File: src/rtl/bode_response_analyzer_if.sv
// Excitation/response/result bundle for bode_response_analyzer.
// The analyzer connects through the slave modport; a driver uses the master modport.
interface bode_response_analyzer_if #(
   parameter int EXCITE_WIDTH   = 16,
   parameter int RESPONSE_WIDTH = 16,
   parameter int ACC_WIDTH      = 48
);
   logic                             en;
   logic                             start;
   logic signed [EXCITE_WIDTH-1:0]   sinRef;
   logic signed [EXCITE_WIDTH-1:0]   cosRef;
   logic signed [RESPONSE_WIDTH-1:0] response;
   logic signed [ACC_WIDTH-1:0]      iAcc;
   logic signed [ACC_WIDTH-1:0]      qAcc;
   logic                             busy;
   logic                             resultStrobe;
   logic                             overflow;

   modport master (
      output en, start, sinRef, cosRef, response,
      input  iAcc, qAcc, busy, resultStrobe, overflow
   );

   modport slave (
      input  en, start, sinRef, cosRef, response,
      output iAcc, qAcc, busy, resultStrobe, overflow
   );
endinterface

File: src/rtl/bode_response_analyzer.sv
// Single-tone I/Q correlator: settle, accumulate response*sin / response*cos, report.
// Define BODE_ANALYZER_SAT_EN for saturating accumulators with a sticky overflow flag.
module bode_response_analyzer #(
   parameter int EXCITE_WIDTH   = 16,
   parameter int RESPONSE_WIDTH = 16,
   parameter int ACC_WIDTH      = 48,
   parameter int NUM_SETTLE     = 256,
   parameter int NUM_SAMPLES    = 1024
) (
   input logic                     clk,
   input logic                     rst,
   bode_response_analyzer_if.slave bus
);
   localparam int PROD_WIDTH = EXCITE_WIDTH + RESPONSE_WIDTH;
   localparam int CNT_MAX    = (NUM_SETTLE > NUM_SAMPLES) ? NUM_SETTLE : NUM_SAMPLES;
   localparam int CNT_WIDTH  = $clog2(CNT_MAX + 1);
   localparam logic [CNT_WIDTH-1:0] SETTLE_LAST = CNT_WIDTH'((NUM_SETTLE > 0) ? NUM_SETTLE - 1 : 0);
   localparam logic [CNT_WIDTH-1:0] SAMPLE_LAST = CNT_WIDTH'(NUM_SAMPLES - 1);

   typedef enum logic [2:0] {IDLE, SETTLE, ACCUM, FLUSH, DONE} state_t;

   state_t                       r_state, w_next;
   logic [CNT_WIDTH-1:0]         r_cnt, w_cnt_next;
   logic                         w_clear, w_sample, w_done_entry;
   logic signed [PROD_WIDTH-1:0] r_prod_i, r_prod_q;
   logic                         r_prod_valid;
   logic signed [ACC_WIDTH-1:0]  r_acc_i, r_acc_q, w_sum_i, w_sum_q;
   logic                         w_ovf_i, w_ovf_q;
   logic                         r_ovf, r_strobe;

`ifdef BODE_ANALYZER_SAT_EN
   localparam logic signed [ACC_WIDTH-1:0] ACC_MAX = {1'b0, {(ACC_WIDTH-1){1'b1}}};
   localparam logic signed [ACC_WIDTH-1:0] ACC_MIN = {1'b1, {(ACC_WIDTH-1){1'b0}}};

   // One guard bit catches the overflow; its sign picks the rail to clamp to.
   function automatic logic [ACC_WIDTH:0] acc_add(input logic signed [ACC_WIDTH-1:0]  a,
                                                  input logic signed [PROD_WIDTH-1:0] p);
      logic signed [ACC_WIDTH:0] s;
      s = (ACC_WIDTH+1)'(a) + (ACC_WIDTH+1)'(p);
      if (s[ACC_WIDTH] != s[ACC_WIDTH-1])
         return {1'b1, (s[ACC_WIDTH] ? ACC_MIN : ACC_MAX)};
      return {1'b0, s[ACC_WIDTH-1:0]};
   endfunction
`else
   function automatic logic [ACC_WIDTH:0] acc_add(input logic signed [ACC_WIDTH-1:0]  a,
                                                  input logic signed [PROD_WIDTH-1:0] p);
      return {1'b0, a + ACC_WIDTH'(p)};
   endfunction
`endif

   always_comb begin
      {w_ovf_i, w_sum_i} = acc_add(r_acc_i, r_prod_i);
      {w_ovf_q, w_sum_q} = acc_add(r_acc_q, r_prod_q);
   end

   always_comb begin
      w_next       = r_state;
      w_cnt_next   = r_cnt;
      w_clear      = 1'b0;
      w_sample     = 1'b0;
      w_done_entry = 1'b0;
      case (r_state)
         IDLE, DONE: begin
            if (bus.start) begin
               w_clear    = 1'b1;
               w_cnt_next = '0;
               w_next     = (NUM_SETTLE == 0) ? ACCUM : SETTLE;
            end
         end
         SETTLE: begin
            if (bus.en) begin
               if (r_cnt == SETTLE_LAST) begin
                  w_cnt_next = '0;
                  w_next     = ACCUM;
               end else begin
                  w_cnt_next = r_cnt + 1'b1;
               end
            end
         end
         ACCUM: begin
            if (bus.en) begin
               w_sample = 1'b1;
               if (r_cnt == SAMPLE_LAST) begin
                  w_cnt_next = '0;
                  w_next     = FLUSH;
               end else begin
                  w_cnt_next = r_cnt + 1'b1;
               end
            end
         end
         FLUSH: begin
            // The final product lands in the accumulator the cycle its valid bit drops.
            if (!r_prod_valid) begin
               w_next       = DONE;
               w_done_entry = 1'b1;
            end
         end
         default: w_next = IDLE;
      endcase
   end

   always_ff @(posedge clk) begin
      if (rst) begin
         r_state      <= IDLE;
         r_cnt        <= '0;
         r_prod_i     <= '0;
         r_prod_q     <= '0;
         r_prod_valid <= 1'b0;
         r_acc_i      <= '0;
         r_acc_q      <= '0;
         r_ovf        <= 1'b0;
         r_strobe     <= 1'b0;
      end else begin
         r_state      <= w_next;
         r_cnt        <= w_cnt_next;
         r_strobe     <= w_done_entry;
         r_prod_valid <= w_sample;
         if (w_sample) begin
            r_prod_i <= PROD_WIDTH'(bus.response) * PROD_WIDTH'(bus.sinRef);
            r_prod_q <= PROD_WIDTH'(bus.response) * PROD_WIDTH'(bus.cosRef);
         end
         if (w_clear) begin
            r_acc_i <= '0;
            r_acc_q <= '0;
            r_ovf   <= 1'b0;
         end else if (r_prod_valid) begin
            r_acc_i <= w_sum_i;
            r_acc_q <= w_sum_q;
            r_ovf   <= r_ovf | w_ovf_i | w_ovf_q;
         end
      end
   end

   assign bus.iAcc         = r_acc_i;
   assign bus.qAcc         = r_acc_q;
   assign bus.busy         = (r_state == SETTLE) || (r_state == ACCUM) || (r_state == FLUSH);
   assign bus.resultStrobe = r_strobe;
   assign bus.overflow     = r_ovf;
endmodule

File: src/flat_wrapper.sv
// flat-port wrapper written by rule: the top's interface ports become plain ports
module bode_response_analyzer_flat 
#(
   parameter int EXCITE_WIDTH   = 16,
   parameter int RESPONSE_WIDTH = 16,
   parameter int ACC_WIDTH      = 48,
   parameter int NUM_SETTLE     = 256,
   parameter int NUM_SAMPLES    = 1024
)
  (clk, rst, bus_en, bus_start, bus_sinRef, bus_cosRef, bus_response, bus_iAcc, bus_qAcc, bus_busy, bus_resultStrobe, bus_overflow);
  bode_response_analyzer_if #(.EXCITE_WIDTH(EXCITE_WIDTH), .RESPONSE_WIDTH(RESPONSE_WIDTH), .ACC_WIDTH(ACC_WIDTH)) bus_i ();
  input logic clk;
  input logic rst;
  input wire logic [$bits(bus_i.en)-1:0] bus_en;
  input wire logic [$bits(bus_i.start)-1:0] bus_start;
  input wire logic [$bits(bus_i.sinRef)-1:0] bus_sinRef;
  input wire logic [$bits(bus_i.cosRef)-1:0] bus_cosRef;
  input wire logic [$bits(bus_i.response)-1:0] bus_response;
  output wire logic [$bits(bus_i.iAcc)-1:0] bus_iAcc;
  output wire logic [$bits(bus_i.qAcc)-1:0] bus_qAcc;
  output wire logic [$bits(bus_i.busy)-1:0] bus_busy;
  output wire logic [$bits(bus_i.resultStrobe)-1:0] bus_resultStrobe;
  output wire logic [$bits(bus_i.overflow)-1:0] bus_overflow;
  assign bus_i.en = bus_en;
  assign bus_i.start = bus_start;
  assign bus_i.sinRef = bus_sinRef;
  assign bus_i.cosRef = bus_cosRef;
  assign bus_i.response = bus_response;
  assign bus_iAcc = bus_i.iAcc;
  assign bus_qAcc = bus_i.qAcc;
  assign bus_busy = bus_i.busy;
  assign bus_resultStrobe = bus_i.resultStrobe;
  assign bus_overflow = bus_i.overflow;
  bode_response_analyzer #(.EXCITE_WIDTH(EXCITE_WIDTH), .RESPONSE_WIDTH(RESPONSE_WIDTH), .ACC_WIDTH(ACC_WIDTH), .NUM_SETTLE(NUM_SETTLE), .NUM_SAMPLES(NUM_SAMPLES)) u_core (.clk(clk), .rst(rst), .bus(bus_i));
endmodule
File: config.mk
export PLATFORM = sky130hd
export DESIGN_NAME = bode_response_analyzer_flat
export DESIGN_NICKNAME = d
export VERILOG_FILES = /design/src/rtl/bode_response_analyzer_if.sv /design/src/rtl/bode_response_analyzer.sv /design/src/flat_wrapper.sv
export SDC_FILE = /design/constraint.sdc
export NUM_CORES = 2
export LEC_CHECK = 0
export BUFFER_PORTS_ARGS = -buffer_cell sky130_fd_sc_hd__buf_2
export CAP_MARGIN = 0
export CELL_PAD_IN_SITES_DETAIL_PLACEMENT = 0
export CELL_PAD_IN_SITES_GLOBAL_PLACEMENT = 1
export CORE_MARGIN = 8
export CORE_UTILIZATION = 50
export CTS_BUF_LIST = sky130_fd_sc_hd__clkbuf_8
export DETAILED_ROUTE_END_ITERATION = 16
export GPL_TIMING_DRIVEN = 0
export PLACE_DENSITY_LB_ADDON = 0.1
export SKIP_LAST_GASP = 1
export SLEW_MARGIN = 20
export SYNTH_ARGS = -nofsm -noshare
export SYNTH_HDL_FRONTEND = slang
export SYNTH_SLANG_ARGS = --single-unit
File: constraint.sdc
create_clock -name clk -period 7.8 [get_ports clk]
set_clock_uncertainty 0.1 [all_clocks]
set_input_delay 0.78 -clock clk [delete_from_list [all_inputs] [get_ports clk]]
set_output_delay 0.78 -clock clk [all_outputs]
set_load 0.01 [all_outputs]
Word level (Yosys, flattened, before mapping)

Index checks and enable logic that the tools add are counted.

$add $sub $neg: 3
$mul: 2
Equal/unequal tests: 12
Mux-type cells: 18
Bitwise gates (word level): 1
Reduce and logical (&&, ||, !) cells: 9

Operators by type and width:

| operator                                                                 | number |
|---|---|
| 48-bit by 32-bit adder with 48-bit output                                | 2 |
| 16-bit by 16-bit multiplier with 32-bit output                           | 2 |
| 11-bit 2-to-1 mux                                                        | 5 |
| 11-bit one-hot mux with 3 select lines                                   | 1 |
| 3-bit 2-to-1 mux                                                         | 6 |
| 3-bit one-hot mux with 4 select lines                                    | 1 |
| 11-bit by 1-bit adder with 11-bit output (second input constant)         | 1 |
| 11-bit by 10-bit == test with 1-bit output (second input constant)       | 1 |
| 11-bit by 8-bit == test with 1-bit output (second input constant)        | 1 |
| 2-bit inequality test (second input constant)                            | 4 |
| 3-bit by 2-bit == test with 1-bit output (second input constant)         | 2 |
| 6-bit AND reduction                                                      | 1 |
| 2-bit OR reduction                                                       | 3 |
| 1-bit 2-to-1 mux                                                         | 5 |
| 2-bit by 1-bit inequality test with 1-bit output (second input constant) | 2 |
| 4-bit AND reduction                                                      | 1 |
| 3-bit by 1-bit == test with 1-bit output (second input constant)         | 1 |
| 3-bit == test (second input constant)                                    | 1 |
| 3-bit zero test                                                          | 1 |
| 3-bit nonzero test                                                       | 1 |
| 1-bit logical OR                                                         | 2 |
| 1-bit inverter                                                           | 1 |

Register bits: 176
Word-level logic and storage cells: 53

Longest topological paths before layout

Word-level depth: 4
Depth in mapped cells: 24
Gate-level depth less buffers: 23

Worst setup path before layout

No wires, ideal clock.

Kind: input port to flip-flop
Start point: input bus_sinRef[7]
End point: register u_core.r_prod_i[31]
Library setup time: 0.086 ns
Data arrival time: 6.388 ns
Required time: 7.614 ns
Setup slack: 1.227 ns
Cell stages on the path: 24
Cells stage by stage: clkbuf_1 -> nand2_1 -> fa_1 -> inv_1 -> fa_1 -> inv_1 -> fa_1 -> inv_1 -> fa_1 -> fa_1 -> inv_1 -> fa_1 -> inv_1 -> ha_1 -> a21o_1 -> a21o_1 -> a21o_1 -> a311o_1 -> a31oi_4 -> o211ai_2 -> a31oi_1 -> nand2b_1 -> a211oi_1 -> a211oi_1

Cells in the longest elaborated chain, start to end: 1

Ends and longest elaborated chain:

| element                                        | RTL line                      | text |
|---|---|---|
| start: declaration                             | flat_wrapper.sv:16            | `input wire logic [$bits(bus_i.sinRef)-1:0] bus_sinRef;` |
| 16-bit by 16-bit multiplier with 32-bit output | bode_response_analyzer.sv:119 | `r_prod_i <= PROD_WIDTH'(bus.response) * PROD_WIDTH'(bus.sinRef);` |
| end signal: assignment                         | bode_response_analyzer.sv:119 |  |
| end: declaration                               | bode_response_analyzer.sv:25  | `logic signed [PROD_WIDTH-1:0] r_prod_i, r_prod_q;` |

Every way passes these cells.
A chain may end at the register's enable or synchronous reset.

Final worst setup path

Start point: input bus_response[15]
End point: register u_core.r_prod_i[26]

Cells in the longest elaborated chain, start to end: 1

Ends and longest elaborated chain:

| element                                        | RTL line                      | text |
|---|---|---|
| start: declaration                             | flat_wrapper.sv:18            | `input wire logic [$bits(bus_i.response)-1:0] bus_response;` |
| 16-bit by 16-bit multiplier with 32-bit output | bode_response_analyzer.sv:119 |  |

Every way passes these cells.

==> flow_metrics.py <==
metrics = {
    "logic_synthesis": {
        "ys_async_sr_fraction_pct": 0,
        "synth_top_family_by_area": "adder cells",
        "ys_ff_latch": 176,
        "synth_cell_types": 87,
        "synth_nets": 4495,
        "synth_adder_area_share_pct": 44.06,
        "ys.flop_type": "dfxtp_1",
        "netlist_area_um2": 31250,
        "synth_mux_area_share_pct": 1.569,
        "synth_compound_gate_area_share_pct": 12.25,
        "synth_warnings": 0,
        "yosys.area_share.xor_xnor_pct": 4.147,
        "ys_seq_area_share_pct": 11.27,
        "avgSynthCellArea_um2": 8.544,
        "synthSimpleGateAreaFrac_pct": 17.44,
        "netlist_instances": 3658,
        "synth_edf_count": 0,
    },
    "worst_setup_path": {
        "crit_path_start_kind": "primary input",
        "crit_arrival_ns": 7.71,
        "cpMostUsedCell": "fa_1",
        "cp_slowest_cell": "fa_1",
        "critPathKind": "primary input to flip-flop",
        "worstPathRequired_ns": 8.13,
        "cp_max_fo": 10,
        "timing.critical_path.to_type": "flip-flop",
        "crit_family": "adder cells",
        "path_buf_inv": 5,
        "slowest_delay_ns": 0.92,
        "path_cells": "buf_2, clkbuf_1, nand2_1, inv_1, fa_1, fa_1, fa_1, fa_1, fa_1, inv_1, fa_1, inv_1, ha_1, nand2_1, nor2b_1, nand4_1, a2bb2oi_1, a311o_1, o21bai_1, xor2_1, nand2_1, a21oi_1",
    },
    "clock_tree": {
        "cts_buffers": 17,
        "clock_sinks": 176,
        "post_cts_buffers": 0,
        "cts_resized": 0,
        "cts_root_buf": "clkbuf_8",
        "worstSkewPairLatency_ns": 0.51,
        "cts_htree_levels": 4,
        "clockBufferDepth": 2,
        "cts_tree": "done",
        "cts_hold_repair.buffers": 0,
        "clk_pin_slew_ns": 0.10,
    },
    "layout": {
        "layout_commonest_cell": "inv_1",
        "finalNetCount": 4662,
        "fin_util_pct": 54.21,
        "mostFrequentLayoutCells": "inv_1, fa_1, nand2_1",
        "stdcell_area_um2": 33450,
        "fillers": 6021,
        "drive_gt1_share_pct": 5.862,
        "multi_input_area_um2": 24850,
        "area_growth_pct": 7.034,
        "seq_area_um2": 3523,
    },
    "sta": {
        "tightestPinTransition_ns": 1.184,
        "period_needed_ns": 7.379,
        "fin_crit_sh_pct": 94.61,
        "slew_violations": 0,
        "finalHoldViolCount": 0,
        "rsz0062_at_grt": "no",
        "tns_ns": 0,
        "setup_viol": 0,
        "slew_headroom_pct": 21.04,
        "fmax_mhz": 135.5,
    },
    "floorplan": {
        "die_area_um2": 70770,
        "die_w_um": 266.0,
        "io_pins": 151,
        "die_h_um": 266.0,
        "start_util_pct": 50.65,
        "core_area_um2": 61710,
        "num_rows": 91,
    },
    "global_route": {
        "grt_pass1_wl_um": 149800,
        "grtUsageTotal_pct": 27.20,
        "grt-ovfl-total": 0,
        "antenna_found_initial": 6,
        "grt_pass1_vias": 26820,
        "grt_start_max_net_pins": 20,
    },
    "placement": {
        "gp_congestion": 0.9349,
        "post_dp_cell_area_um2": 33050,
        "dp_hpwl_um": 81120,
        "portBuffers": 148,
    },
    "drt": {
        "via_count": 25760,
        "dr.pass1.iters": 6,
        "drtAntennaViolNets": 0,
        "wl_um": 96050,
        "drt_iter0_drc": 1863,
        "viasPerCell": 5.507,
        "drc_errors": 0,
        "wire_per_inst_um": 20.54,
    },
    "run": {
        "max_cap_violations": 0,
    },
    "outcome": {
        "outcome": "finished clean",
    },
    "worst_hold_path": {
        "worstHoldPathType": "flip-flop to flip-flop",
    },
}
layout make-up:
| type | instances | area share [%] |
|---|---|---|
| Buffer | 164 | 1.915 |
| Timing Repair Buffer | 148 | 2.214 |
| Clock buffer | 17 | 0.6994 |
| Sequential cell | 176 | 10.53 |
| Multi-Input combinational cell | 2719 | 74.27 |
| Tap cell | 837 | 3.130 |
| Antenna cell | 2 | 0.01496 |
| Inverter | 599 | 6.721 |
| Clock inverter | 15 | 0.5049 |
Yosys cell counts, types with 24 or more instances:
| library cell | instances | area, µm² |
|---|---|---|
| xnor2_1 | 104 | 910.9 |
| inv_1 | 599 | 2248 |
| a211oi_1 | 34 | 255.2 |
| dfxtp_1 | 176 | 3523 |
| a21oi_1 | 197 | 986.0 |
| ha_1 | 259 | 3241 |
| nor2_1 | 221 | 829.6 |
| mux2i_1 | 49 | 490.5 |
| o21ai_0 | 102 | 510.5 |
| and2_1 | 255 | 1595 |
| clkbuf_1 | 138 | 518.0 |
| nand3_1 | 54 | 270.3 |
| nor3_1 | 40 | 200.2 |
| o21bai_1 | 24 | 180.2 |
| nand4_1 | 24 | 150.1 |
| a31oi_1 | 24 | 150.1 |
| nand2_1 | 440 | 1652 |
| fa_1 | 526 | 10530 |
| a21o_1 | 80 | 600.6 |
| nand2b_1 | 27 | 168.9 |
| xor2_1 | 44 | 385.4 |
final timing paths:
kind | slack, ns | cells past startpoint | end | startpoint
worst max-delay path | 0.42 | 22 | u_core.r_prod_i[26]$_SDFFE_PP0P_ | bus_response[15]
worst max register to register | 3.89 | 11 | u_core.bus.iAcc[47]$_SDFFE_PP0P_ | u_core.r_prod_i[31]$_SDFFE_PP0P_
worst min register to register | 0.37 | 2 | u_core.r_prod_q[8]$_SDFFE_PP0P_ | u_core.r_prod_q[8]$_SDFFE_PP0P_
worst min-delay path | 0.37 | 2 | u_core.r_prod_q[8]$_SDFFE_PP0P_ | u_core.r_prod_q[8]$_SDFFE_PP0P_
sequential cells by signal (all words and copies together), names as in the netlist:
signal,flops
u_core.r_prod_q,32
u_core.r_cnt,11
u_core.bus.iAcc,48
u_core.r_prod_i,32
u_core.r_prod_valid,1
u_core.bus.resultStrobe,1
u_core.bus.qAcc,48
u_core.r_state,3
layer usage:
metal	track usage [%]	vias to the layer above	part of all wire [%]
li1	-	11960	-
met1	33.71	12740	41
met2	46.32	862	48
met3	4.936	198	6.9
met4	11.65	2	4.7
met5	0	-	0.014
logic make-up (layout without fill, tap and decap cells):
logic type | count (synthesis) | after routing
xor gates and xnor gates | 148 | 148
buffers and inverters | 763 | 943
adders and majority gates | 785 | 785
DFF | 176 | 176
AOI/OAI and AO/OA | 591 | 591
muxes | 49 | 49
and+or+nand+nor | 1145 | 1145
other | 1 | 3
worst register-to-register path, delay by kind of cell, from the launching register on:
family	cells	cell delay [ns]
simple gates	2	0.43
compound gates	7	1.63
flops	1	1.06
buf+inv	1	0.14
fa+ha+maj	1	0.47
through the flow:
stage                     cells  setup slack, ns  hold WS [ns]
after CTS                  4675           0.5519        0.3671
final                      4677           0.4208        0.3657
after global placement     4643          0.04588        0.3490
after global routing       4677          0.03830        0.3879
after detailed placement   4643         -0.01647        0.3535
after floorplan            3658            1.227        0.3356
Power is left out: the tool's default activity adds up to more than one toggle a clock period on the data nets, which glitch-free logic cannot reach.
